<file path="src/rtl/eb_credit_tx_pkg.sv">
// Shared types and helpers for the credit-flowed elastic link transmitter.
package eb_pkg;

   typedef enum logic [1:0] {
      ACTIVE,
      DRAIN,
      QUIESCED
   } eb_credit_state_t;

   // Counter width able to hold 0..credits inclusive.
   function automatic int unsigned eb_cwidth(input int unsigned credits);
      return $clog2(credits + 1);
   endfunction

endpackage

</file>
<file path="src/rtl/eb_credit_tx_if.sv">
// Upstream valid/ready stream plus link beat/credit signals of the elastic link.
interface eb_credit_tx_if #(
   parameter int unsigned DWIDTH = 32
);
   logic [DWIDTH-1:0] t_data;
   logic              t_valid;
   logic              t_ready;
   logic [DWIDTH-1:0] i_data;
   logic              i_valid;
   logic              i_credit;

   // master is the transmitter, slave is its environment
   modport master (
      input  t_data, t_valid, i_credit,
      output t_ready, i_data, i_valid
   );

   modport slave (
      output t_data, t_valid, i_credit,
      input  t_ready, i_data, i_valid
   );
endinterface

</file>
<file path="src/rtl/eb_credit_tx_counter.sv">
// Saturating up/down credit counter; resets full, never exceeds CREDITS.
module eb_credit_counter
   import eb_pkg::*;
#(
   parameter int unsigned CREDITS = 4
) (
   input  logic                           clk,
   input  logic                           rstf,
   input  logic                           inc,
   input  logic                           dec,
   output logic [eb_cwidth(CREDITS)-1:0]  cnt,
   output logic                           full,
   output logic                           nxt_full
);
   localparam int unsigned CWIDTH = eb_cwidth(CREDITS);
   localparam logic [CWIDTH-1:0] MAX = CWIDTH'(CREDITS);

   logic [CWIDTH-1:0] nxt;

   assign full = (cnt == MAX);

   always_comb begin
      nxt = cnt;
      if (dec && !inc)
         nxt = cnt - CWIDTH'(1);
      else if (inc && !dec && !full)
         nxt = cnt + CWIDTH'(1);
   end

   assign nxt_full = (nxt == MAX);

   always_ff @(posedge clk or negedge rstf) begin
      if (!rstf)
         cnt <= MAX;
      else
         cnt <= nxt;
   end
endmodule

</file>
<file path="src/rtl/eb_credit_tx.sv">
// Transmit end of a credit-flowed elastic link with quiesce/drain handshake.
// Optional sticky err output is built when EB_CREDIT_TX_ERR_EN is defined.
module eb_credit_tx
   import eb_pkg::*;
#(
   parameter int unsigned DWIDTH  = 32,
   parameter int unsigned CREDITS = 4
) (
   input  logic                           clk,
   input  logic                           rstf,
   eb_credit_tx_if.master                 bus,
   input  logic                           quiesce_req,
   output logic                           quiesce_ack,
`ifdef EB_CREDIT_TX_ERR_EN
   output logic                           err,
`endif
   output logic [eb_cwidth(CREDITS)-1:0]  credit_cnt
);
   eb_credit_state_t  state;
   logic [DWIDTH-1:0] data_q;
   logic              valid_q;
   logic              accept;
   logic              full;
   logic              nxt_full;

   // Ready decodes from registered state only.
   assign bus.t_ready = (state == ACTIVE) && (credit_cnt != '0);
   assign accept      = bus.t_valid && bus.t_ready;
   assign bus.i_valid = valid_q;
   assign bus.i_data  = data_q;

   eb_credit_counter #(
      .CREDITS (CREDITS)
   ) u_cnt (
      .clk      (clk),
      .rstf     (rstf),
      .inc      (bus.i_credit),
      .dec      (accept),
      .cnt      (credit_cnt),
      .full     (full),
      .nxt_full (nxt_full)
   );

   always_ff @(posedge clk or negedge rstf) begin
      if (!rstf) begin
         valid_q <= 1'b0;
         data_q  <= '0;
      end else begin
         valid_q <= accept;
         if (accept)
            data_q <= bus.t_data;
      end
   end

   always_ff @(posedge clk or negedge rstf) begin
      if (!rstf) begin
         state       <= ACTIVE;
         quiesce_ack <= 1'b0;
      end else begin
         case (state)
            ACTIVE: begin
               if (quiesce_req)
                  state <= DRAIN;
            end
            DRAIN: begin
               // Abort takes priority over completing the drain.
               if (!quiesce_req) begin
                  state <= ACTIVE;
               end else if (nxt_full) begin
                  state       <= QUIESCED;
                  quiesce_ack <= 1'b1;
               end
            end
            QUIESCED: begin
               if (!quiesce_req) begin
                  state       <= ACTIVE;
                  quiesce_ack <= 1'b0;
               end
            end
            default: begin
               state       <= ACTIVE;
               quiesce_ack <= 1'b0;
            end
         endcase
      end
   end

`ifdef EB_CREDIT_TX_ERR_EN
   always_ff @(posedge clk or negedge rstf) begin
      if (!rstf)
         err <= 1'b0;
      else if ((bus.i_credit && full && !accept) ||
               (bus.i_credit && state == QUIESCED))
         err <= 1'b1;
   end
`endif
endmodule
</file>
<file path="src/flat_wrapper.sv">
// flat-port wrapper written by rule: the top's interface ports become plain ports
module eb_credit_tx_flat import eb_pkg::*;
#(
   parameter int unsigned DWIDTH  = 32,
   parameter int unsigned CREDITS = 4
)
  (clk, rstf, quiesce_req, quiesce_ack, credit_cnt, bus_t_data, bus_t_valid, bus_i_credit, bus_t_ready, bus_i_data, bus_i_valid);
  eb_credit_tx_if #(.DWIDTH(DWIDTH)) bus_i ();
  input  logic clk;
  input  logic rstf;
  input  logic quiesce_req;
  output logic quiesce_ack;
  output logic [eb_cwidth(CREDITS)-1:0] credit_cnt;
  input wire logic [$bits(bus_i.t_data)-1:0] bus_t_data;
  input wire logic [$bits(bus_i.t_valid)-1:0] bus_t_valid;
  input wire logic [$bits(bus_i.i_credit)-1:0] bus_i_credit;
  output wire logic [$bits(bus_i.t_ready)-1:0] bus_t_ready;
  output wire logic [$bits(bus_i.i_data)-1:0] bus_i_data;
  output wire logic [$bits(bus_i.i_valid)-1:0] bus_i_valid;
  assign bus_i.t_data = bus_t_data;
  assign bus_i.t_valid = bus_t_valid;
  assign bus_i.i_credit = bus_i_credit;
  assign bus_t_ready = bus_i.t_ready;
  assign bus_i_data = bus_i.i_data;
  assign bus_i_valid = bus_i.i_valid;
  eb_credit_tx #(.DWIDTH(DWIDTH), .CREDITS(CREDITS)) u_core (.clk(clk), .rstf(rstf), .bus(bus_i), .quiesce_req(quiesce_req), .quiesce_ack(quiesce_ack), .credit_cnt(credit_cnt));
endmodule
</file>
<file path="config.mk">
export PLATFORM = sky130hd
export DESIGN_NAME = eb_credit_tx_flat
export DESIGN_NICKNAME = d
export VERILOG_FILES = /design/src/rtl/eb_credit_tx_pkg.sv /design/src/rtl/eb_credit_tx_if.sv /design/src/rtl/eb_credit_tx_counter.sv /design/src/rtl/eb_credit_tx.sv /design/src/flat_wrapper.sv
export SDC_FILE = /design/constraint.sdc
export NUM_CORES = 1
export LEC_CHECK = 0
export BUFFER_PORTS_ARGS = -buffer_cell sky130_fd_sc_hd__buf_2
export CORE_MARGIN = 8
export CORE_UTILIZATION = 45
export CTS_CLUSTER_DIAMETER = 200
export CTS_CLUSTER_SIZE = 28
export DETAILED_ROUTE_END_ITERATION = 8
export PLACE_DENSITY = 0.76
export SYNTH_ARGS = -nofsm -noshare
export SYNTH_HDL_FRONTEND = slang
export SYNTH_SLANG_ARGS = --single-unit
</file>
<file path="constraint.sdc">
create_clock -name clk -period 2.5 [get_ports clk]
set_clock_uncertainty 0.05 [all_clocks]
set_input_delay 0.5 -clock clk [delete_from_list [all_inputs] [get_ports clk]]
set_output_delay 0.5 -clock clk [all_outputs]
set_load 0.02 [all_outputs]
</file>
Word-level counts from Yosys, hierarchy flattened
Cells that the tools add are included.
{ "totals": {"ff_bits": 39, "word_cells": 40} }
{ "op_classes": {"add_sub_neg": 2, "n_eq_ne": 9, "mux": 11, "bitwise": 1, "n_reduce_logical": 12} }
{ "op_table": {"columns": ["cell", "n"], "rows": [
  ["2-bit 2-to-1 mux", 4],
  ["3-bit equality test, second input constant", 2],
  ["3-bit 2-to-1 mux", 2],
  ["2-bit != test, second input constant", 3],
  ["2-bit case mux with 3 select lines", 1],
  ["1-bit logical AND", 5],
  ["4-bit AND reduction", 1],
  ["3-bit by 1-bit adder with 3-bit output, second input constant", 1],
  ["1-bit zero test", 3],
  ["1-bit 2-to-1 mux", 3],
  ["3-bit by 2-bit != test with 1-bit output, second input constant", 1],
  ["1-bit case mux with 3 select lines", 1],
  ["3-bit AND reduction", 1],
  ["3-bit nonzero test", 1],
  ["3-bit by 1-bit subtractor with 3-bit output, second input constant", 1],
  ["2-bit by 1-bit equality test with 1-bit output, second input constant", 1],
  ["2-bit equality test, second input constant", 1],
  ["2-bit zero test", 1],
  ["2-bit by 1-bit != test with 1-bit output, second input constant", 1],
  ["1-bit NOT", 1]
]} }

Depth between registers and ports, before layout
Gate-level depths: netlist of the first run.
{ "logic_depth": {"depth_word": 12, "ltp_mapped": 8, "depth_no_buf": 7} }

By module
Synthesis of the first run repeated with hierarchy kept, for this count alone.
{ "unflattened": {"hier_cells": 114, "area_unflattened_um2": 1810.5} }
{ "modules_own_cells": {"columns": ["module", "n_inst", "cells_per_inst", "area_each_um2", "seq_area_each_um2"], "rows": [
  ["eb_credit_tx", 1, 83, 1510.2, 900.9],
  ["eb_credit_counter", 1, 31, 300.3, 76.3]
]} }

Worst setup path before layout of the first run
Ideal clock, no wire load.
{ "synth_timing": {"path_kind": "register -> output", "startpoint": "reg u_core.u_cnt.cnt[0]", "endpoint": "out bus_t_ready", "arrival_time_ns": 1.550, "required_time_ns": 1.950, "slack_ns": 0.400, "path_stages_with_launch": 5, "cell_sequence": "dfrtp_1 > inv_1 > ha_1 > nor2b_1 > nor3_1"} }
{ "synth_via": {"elab_chain_len": 2} }
{ "synth_lines": {"columns": ["element", "line_no", "rtl"], "rows": [
  ["from (decl)", "eb_credit_tx_counter.sv:11", "output logic [eb_cwidth(CREDITS)-1:0] cnt,"],
  ["from (signal assigned)", "eb_credit_tx_counter.sv:36", "cnt <= nxt;"],
  ["3-bit nonzero test", "eb_credit_tx.sv:27", "assign bus.t_ready = (state == ACTIVE) && (credit_cnt != '0);"],
  ["1-bit logical AND", "eb_credit_tx.sv:27", null],
  ["to (decl)", "flat_wrapper.sv:17", "output wire logic [$bits(bus_i.t_ready)-1:0] bus_t_ready;"]
]} }
Every way passes these cells.

Worst setup path after layout of the first run
{ "layout_timing": {"startpoint": "reg u_core.u_cnt.cnt[1]", "endpoint": "out bus_t_ready"} }
The elaborated chain is that of the path after synthesis.

==> impl_metrics.csv, run 1 <==
group,metric,value,unit
outcome,status,"complete, no violations",
finish,final_cell_mix,"nand2_1 (100), buf_2 (74), dfrtp_1 (38), clkbuf_8 (5)",
finish,fin_nets,306,
yosys,async_flop_share,100,%
setup_path,startpoint_type,"register",
finish,register_area,977,um2
global_routing,gr-usage-all-layers,14.4,%
finish,area.growth.synth_to_final,28.2,%
yosys,yosys.area_share.adder,2.18,%
timing,finalSetupTns,0,ns
timing,worst_hold_slack,0.266,ns
routing,num_vias,1504,
timing,rsz0062_at_grt,"false",
placement,dpl_cell_area,2120,um2
yosys,yosys.area.top_type,"dfrtp_1",
finish,final_area,2210,um2
yosys,synth_warnings,0,
clocking,clock_path_buffers,2,
clocking,clk_pin_slew,0.08,ns
global_routing,antenna_found_initial,0,
placement,dp_hpwl,3.06,mm
setup_path,worstPathRequired,1.95,ns
routing,vias_per_cell,4.77,
routing,remaining_drc_errors,0,
setup_path,critPathKind,"register to output port",
yosys,synthSimpleGateAreaFrac,29.7,%
global_routing,use_met3,6.34,%
setup_path,endpoint_kind,"output port",
yosys,synth_cells,192,
power_and_ir_drop,peakVddDrop,0.548,mV
hold_path,hold_class,"primary input to asynchronous set/reset pin",
setup_path,crit-reg2reg-launch,"u_core.u_cnt.cnt[1]$_DFF_PN0_",
yosys,synth-seq-cells,39,
routing,wl_per_cell,13.2,um
setup_path,cp_max_fo,8,
floorplanning,core,3660,um2
yosys,synthesis.nets,232,
yosys,seq_area_frac_synth,56.7,%
finish,drive_gt1_share,33.3,%
placement,port_buffers,74,
yosys,synth-xor-area-share,0.508,%
timing,worst_pin_slew,0.836,ns
finish,diodes,0,
clocking,cts.sinks,39,
routing,ant_nets,0,
power_and_ir_drop,power-per-cell-area,1310,nW/um2
routing,drt_iter0_drc,98,
yosys,synth_compound_area_share,6.89,%
placement,gp_congestion,0.863,
clocking,htree_levels,2,
clocking,numCtsBuffers,5,
floorplanning,start_util,47.1,%
yosys,synth_edf_count,0,
global_routing,grt_pass1_vias,1630,
yosys,synth_top_family_by_area,"simple AND/OR/NAND/NOR gates",
yosys,ys_top_cells_by_area,"dfrtp_1 (55%), nand2_1 (22%), ha_1 (2.2%)",
finish,fill_cells,349,
power_and_ir_drop,total_power,2.90,mW
timing,postLayoutSetupSlackWorst,0.209,ns
timing,slew_violations,0,
global_routing,grt_max_degree,40,
floorplanning,die_width,77.9,um
job,maxCapViolCount,0,
yosys,avgSynthCellArea,8.98,um2
global_routing,top_usage_layer,"met2",
floorplanning,die_y,77.9,um
yosys,synthMuxAreaShare,0.581,%
clocking,cts_tree,"done",
timing,finalHoldViolCount,0,
clocking,root_buffer,"clkbuf_8",
timing,clock.fmax,436,MHz
yosys,syn-cell-area,1720,um2
timing,fin_crit,2.29,ns
floorplanning,die_area,6070,um2
placement,dp_cells,307,
yosys,yosysUniqueCellTypes,32,
timing,finalSetupViolCount,0,
global_routing,grt_pass1_wl,7.25,mm
global_routing,grt_use_met1,16.9,%
global_routing,met2_usage,23.0,%
floorplanning,io_pins,75,
finish,final_core_util,60.4,%
timing,slew_headroom,44.3,%
finish,multi_input_area,687,um2
setup_path,crit_arrival,1.74,ns
routing,drt-pass1-iter-count,4,
routing,wl,4.16,mm
global_routing,grt_overflow,0,
finish,layout_commonest_cell,"nand2_1",
timing,post-route-period-util,91.7,%
yosys,yosysTopAreaCellShare,55.2,%
power_and_ir_drop,p_leak,1.23,nW
floorplanning,rows,22,
clocking,clk-insertion-delay-late,0.28,ns
yosys,synth_ff_type,"dfrtp_1",
placement,preCtsSetupSlack,0.269,ns
finish,final_cells,315,
setup_path,critPathLaunch,"u_core.u_cnt.cnt[1]$_DFF_PN0_",
-- layout make-up --
class	instances	area share, %
multi-input cells	140	31.1
flip-flops and latches	39	44.2
clock inverters	2	0.566
inverters	5	1.02
clock buffers	6	3.28
repair buffers	75	17.1
well taps	48	2.72
-- synth_stat cells (all sizes together), types with 2 or more instances --
| cell | number |
|---|---|
| nand2 | 100 |
| dfrtp | 38 |
| inv | 5 |
| buf | 4 |
| clkbuf | 4 |
| nor2b | 4 |
| o21ai | 4 |
| ha | 3 |
| nand3 | 3 |
| nor2 | 3 |
| nor3 | 3 |
| o31ai | 3 |
| a21oi | 2 |
| a311o | 2 |
| nand3b | 2 |
-- what timing repair did --
| item | 4_1_cts | 5_1_grt |
|---|---|---|
| hold buffers | 0 | 0 |
| resized for setup | 0 | 1 |
| setup buffers | 0 | 0 |
| endpoints found under the setup margin | 0 | 1 |
-- state kept, by name (all words and copies together) (netlist names) --
| register | flops |
|---|---|
| u_core.state | 2 |
| u_core.bus.i_data | 32 |
| u_core.bus.i_valid | 1 |
| u_core.u_cnt.cnt | 3 |
| u_core.quiesce_ack | 1 |
-- metal layers --
metal | part of all wire, % | vias to the layer above | routed length [um]
met1 | 44 | 688 | 1830
met2 | 46 | 54 | 1920
li1 | - | 757 | -
met3 | 8.9 | 5 | 369
met5 | 0 | - | 0
met4 | 1.0 | 0 | 42
-- where the power goes --
part / switching [mW] / internal [mW]
logic: 0.896 / 0.479
registers: 0.186 / 0.928
clock network: 0.215 / 0.195
total: 1.30 / 1.60
-- path summary, 6_finish.rpt --
| path | to | slack [ns] | depth (start not counted) |
|---|---|---|---|
| max in group asynchronous | u_core.bus.i_data[10]$_DFFE_PN0P_ | 1.61 | 1 |
| setup reg to reg | u_core.state[0]$_DFFE_PN0P_ | 0.30 | 7 |
| hold reg to reg | u_core.bus.i_data[28]$_DFFE_PN0P_ | 0.42 | 2 |
| hold / removal | u_core.quiesce_ack$_DFFE_PN0P_ | 0.27 | 1 |
| setup / recovery | bus_t_ready | 0.21 | 5 |
| min in group clk | u_core.bus.i_data[0]$_DFFE_PN0P_ | 0.35 | 3 |
-- cells by family (layout without fill, tap and decap cells) --
logic type,after synthesis,after routing
muxes,1,1
DFF,39,39
adders and majority gates,3,3
buffers and inverters,13,88
AOI/OAI and AO/OA,15,15
and+or+nand+nor,120,120
xor gates and xnor gates,1,1
-- worst max-delay path, cell delays in order, from the launching register on --
cell	delay [ns]
dfrtp_1	0.45
inv_1	0.15
ha_1	0.32
nor2b_1	0.30
nor3_1	0.08
buf_2	0.17
No activity file was read; power rests on OpenSTA's default activity.
==> run 2: changes to the inputs <==
--- a/config.mk
+++ b/config.mk
@@ -7,11 +7,11 @@
 export LEC_CHECK = 0
 export BUFFER_PORTS_ARGS = -buffer_cell sky130_fd_sc_hd__buf_2
 export CORE_MARGIN = 8
-export CORE_UTILIZATION = 45
+export CORE_UTILIZATION = 42
 export CTS_CLUSTER_DIAMETER = 200
 export CTS_CLUSTER_SIZE = 28
 export DETAILED_ROUTE_END_ITERATION = 8
-export PLACE_DENSITY = 0.76
+export PLACE_DENSITY = 0.75
 export SYNTH_ARGS = -nofsm -noshare
 export SYNTH_HDL_FRONTEND = slang
 export SYNTH_SLANG_ARGS = --single-unit
==> constraint.sdc (replaced) <==
create_clock -name clk -period 1.8 [get_ports clk]
set_clock_uncertainty 0.05 [all_clocks]
set_input_delay 0.36 -clock clk [delete_from_list [all_inputs] [get_ports clk]]
set_output_delay 0.36 -clock clk [all_outputs]
set_load 0.02 [all_outputs]
==> run 2 against run 1 <==
Compared with the run above:
- the flow now finishes with violations (setup timing)
- count of clock-buffer cells in the layout shrank 1
- sequential cell count is the same
- non-clock buffer count grew 18
- global-route usage down 0.70 points
- cell count increased by 6.0%
- setup slack got worse by 0.28 ns
- via count rose by 5.7%
==> impl_metrics.csv, run 2 (synthesis gave the netlist of run 1 again) <==
group,metric,value,unit
floorplanning,die_area,6410,um2
floorplanning,io_pins,75,
finish,diodes,0,
clocking,cts.sinks,39,
setup_path,worstPathCellList,"inv_4 > ha_4 > or4b_1 > mux2i_1 > a311o_1 > o21ai_2 > o211a_1",
finish,final_cells,334,
placement,dp_hpwl,3.25,mm
routing,ant_nets,0,
setup_path,crit-reg2reg-launch,"u_core.u_cnt.cnt[1]$_DFF_PN0_",
timing,postLayoutSetupSlackWorst,-0.0736,ns
floorplanning,rows,23,
clocking,root_buffer,"clkbuf_8",
global_routing,grt_max_degree,33,
clocking,holdBufCountCts,0,
floorplanning,core,3970,um2
routing,drt-pass1-iter-count,4,
power_and_ir_drop,power-per-cell-area,1870,nW/um2
finish,layout_commonest_cell,"nand2_1",
timing,finalSetupViolCount,4,
power_and_ir_drop,total_power,4.63,mW
setup_path,ff2ff_setup_slack,-0.07,ns
timing,finalHoldViolCount,0,
outcome,failed_checks,"setup timing",
placement,preCtsSetupSlack,-0.0630,ns
setup_path,crit_slowest_cell,"or4b_1",
routing,wl,4.47,mm
setup_path,startpoint_type,"register",
global_routing,antenna_found_initial,0,
floorplanning,die_y,80.1,um
power_and_ir_drop,peakVddDrop,0.886,mV
finish,drive_gt1_share,41.5,%
setup_path,worstPathRequired,1.92,ns
global_routing,grt_pass1_vias,1559,
routing,drt_iter0_drc,106,
hold_path,hold_class,"primary input to asynchronous set/reset pin",
clocking,clock_path_buffers,2,
setup_path,critPathKind,"register to register",
routing,remaining_drc_errors,0,
timing,clock.fmax,534,MHz
timing,post-route-period-util,104,%
setup_path,r2r_end,"u_core.state[0]$_DFFE_PN0P_",
clocking,clk_pin_slew,0.07,ns
setup_path,crit_arrival,1.99,ns
job,maxCapViolCount,0,
routing,wl_per_cell,13.4,um
clocking,cts_tree,"done",
setup_path,endpoint_kind,"register",
finish,area.growth.synth_to_final,43.3,%
routing,num_vias,1589,
setup_path,path_buf_inv,1,
global_routing,gr-usage-all-layers,13.7,%
placement,dp_cells,321,
clocking,htree_levels,2,
timing,slew_headroom,64.2,%
setup_path,max_stage_delay,0.43,ns
setup_path,path_delay_family,"compound AO/OA/AOI/OAI gates",
setup_path,cp_max_fo,4,
power_and_ir_drop,p_leak,1.35,nW
global_routing,grt_pass1_wl,7.04,mm
timing,rsz0062_at_grt,"true",
setup_path,reg2reg_depth,7,
outcome,status,"finished, violations left",
timing,finalSetupTns,-0.206,ns
floorplanning,die_width,80.1,um
timing,worst_pin_slew,0.536,ns
timing,slew_violations,0,
placement,port_buffers,74,
clocking,clk-insertion-delay-late,0.28,ns
routing,vias_per_cell,4.76,
finish,final_cell_mix,"nand2_1 (99), buf_2 (73), dfrtp_1 (36), buf_4 (16), clkbuf_8 (5)",
timing,fin_crit,1.87,ns
clocking,numCtsBuffers,5,
floorplanning,start_util,43.4,%
finish,largest_register_ffs,32,
finish,final_core_util,62.2,%
finish,fin_nets,324,
placement,gp_congestion,0.858,
global_routing,grt_overflow,0,
==> run 2: layout make-up <==
| class | count | area (um2) |
|---|---|---|
| inverter | 5 | 23.8 |
| sequential | 39 | 980 |
| fill | 374 | 1500 |
| timing repair buffer | 93 | 543 |
| tap | 50 | 62.6 |
| clock inverter | 2 | 37.5 |
| multi-input combinational | 140 | 754 |
| clock buffer | 5 | 68.8 |
==> run 2: per-stage QoR <==
step                      hold slack, ns  area (um2)
final                            0.00244        2470
after global routing              0.0334        2470
after CTS                         0.0133        2410
after detailed placement           0.328        2250
after floorplan                   0.0144        1750
after global placement             0.329        2250
==> run 2: worst max path at each step <==
stage,startpoint,end,slack (ns),cells after the start
final,u_core.u_cnt.cnt[1]$_DFF_PN0_,u_core.state[0]$_DFFE_PN0P_,-0.07,7
after global routing,u_core.u_cnt.cnt[1]$_DFF_PN0_,bus_t_ready,-0.12,6
after CTS,u_core.u_cnt.cnt[1]$_DFF_PN0_,bus_t_ready,-0.07,6
after detailed placement,u_core.u_cnt.cnt[1]$_DFF_PN0_,u_core.state[1]$_DFFE_PN0P_,-0.06,7
after global placement,u_core.u_cnt.cnt[0]$_DFF_PN0_,u_core.state[0]$_DFFE_PN0P_,-0.02,7
after floorplan,u_core.u_cnt.cnt[1]$_DFF_PN0_,u_core.state[0]$_DFFE_PN0P_,-0.09,7
==> run 2: power breakdown <==
part	switching (mW)	internal (mW)
registers	0.244	1.30
logic	1.43	0.976
clock network	0.282	0.405
total	1.95	2.68
==> run 2: repair_timing <==
action	in CTS	in global routing
gates cloned	0	0
pin swaps	0	2
buffers inserted	4	2
setup endpoints to repair	4	36
resized for setup	6	10
==> run 2: per-layer routing <==
layer	routed length [um]	track usage, %	share of wire (%)
met1	1830	16.8	41
met3	426	5.25	9.5
met5	0	0	0
met4	51	3.82	1.1
met2	2160	21.9	48
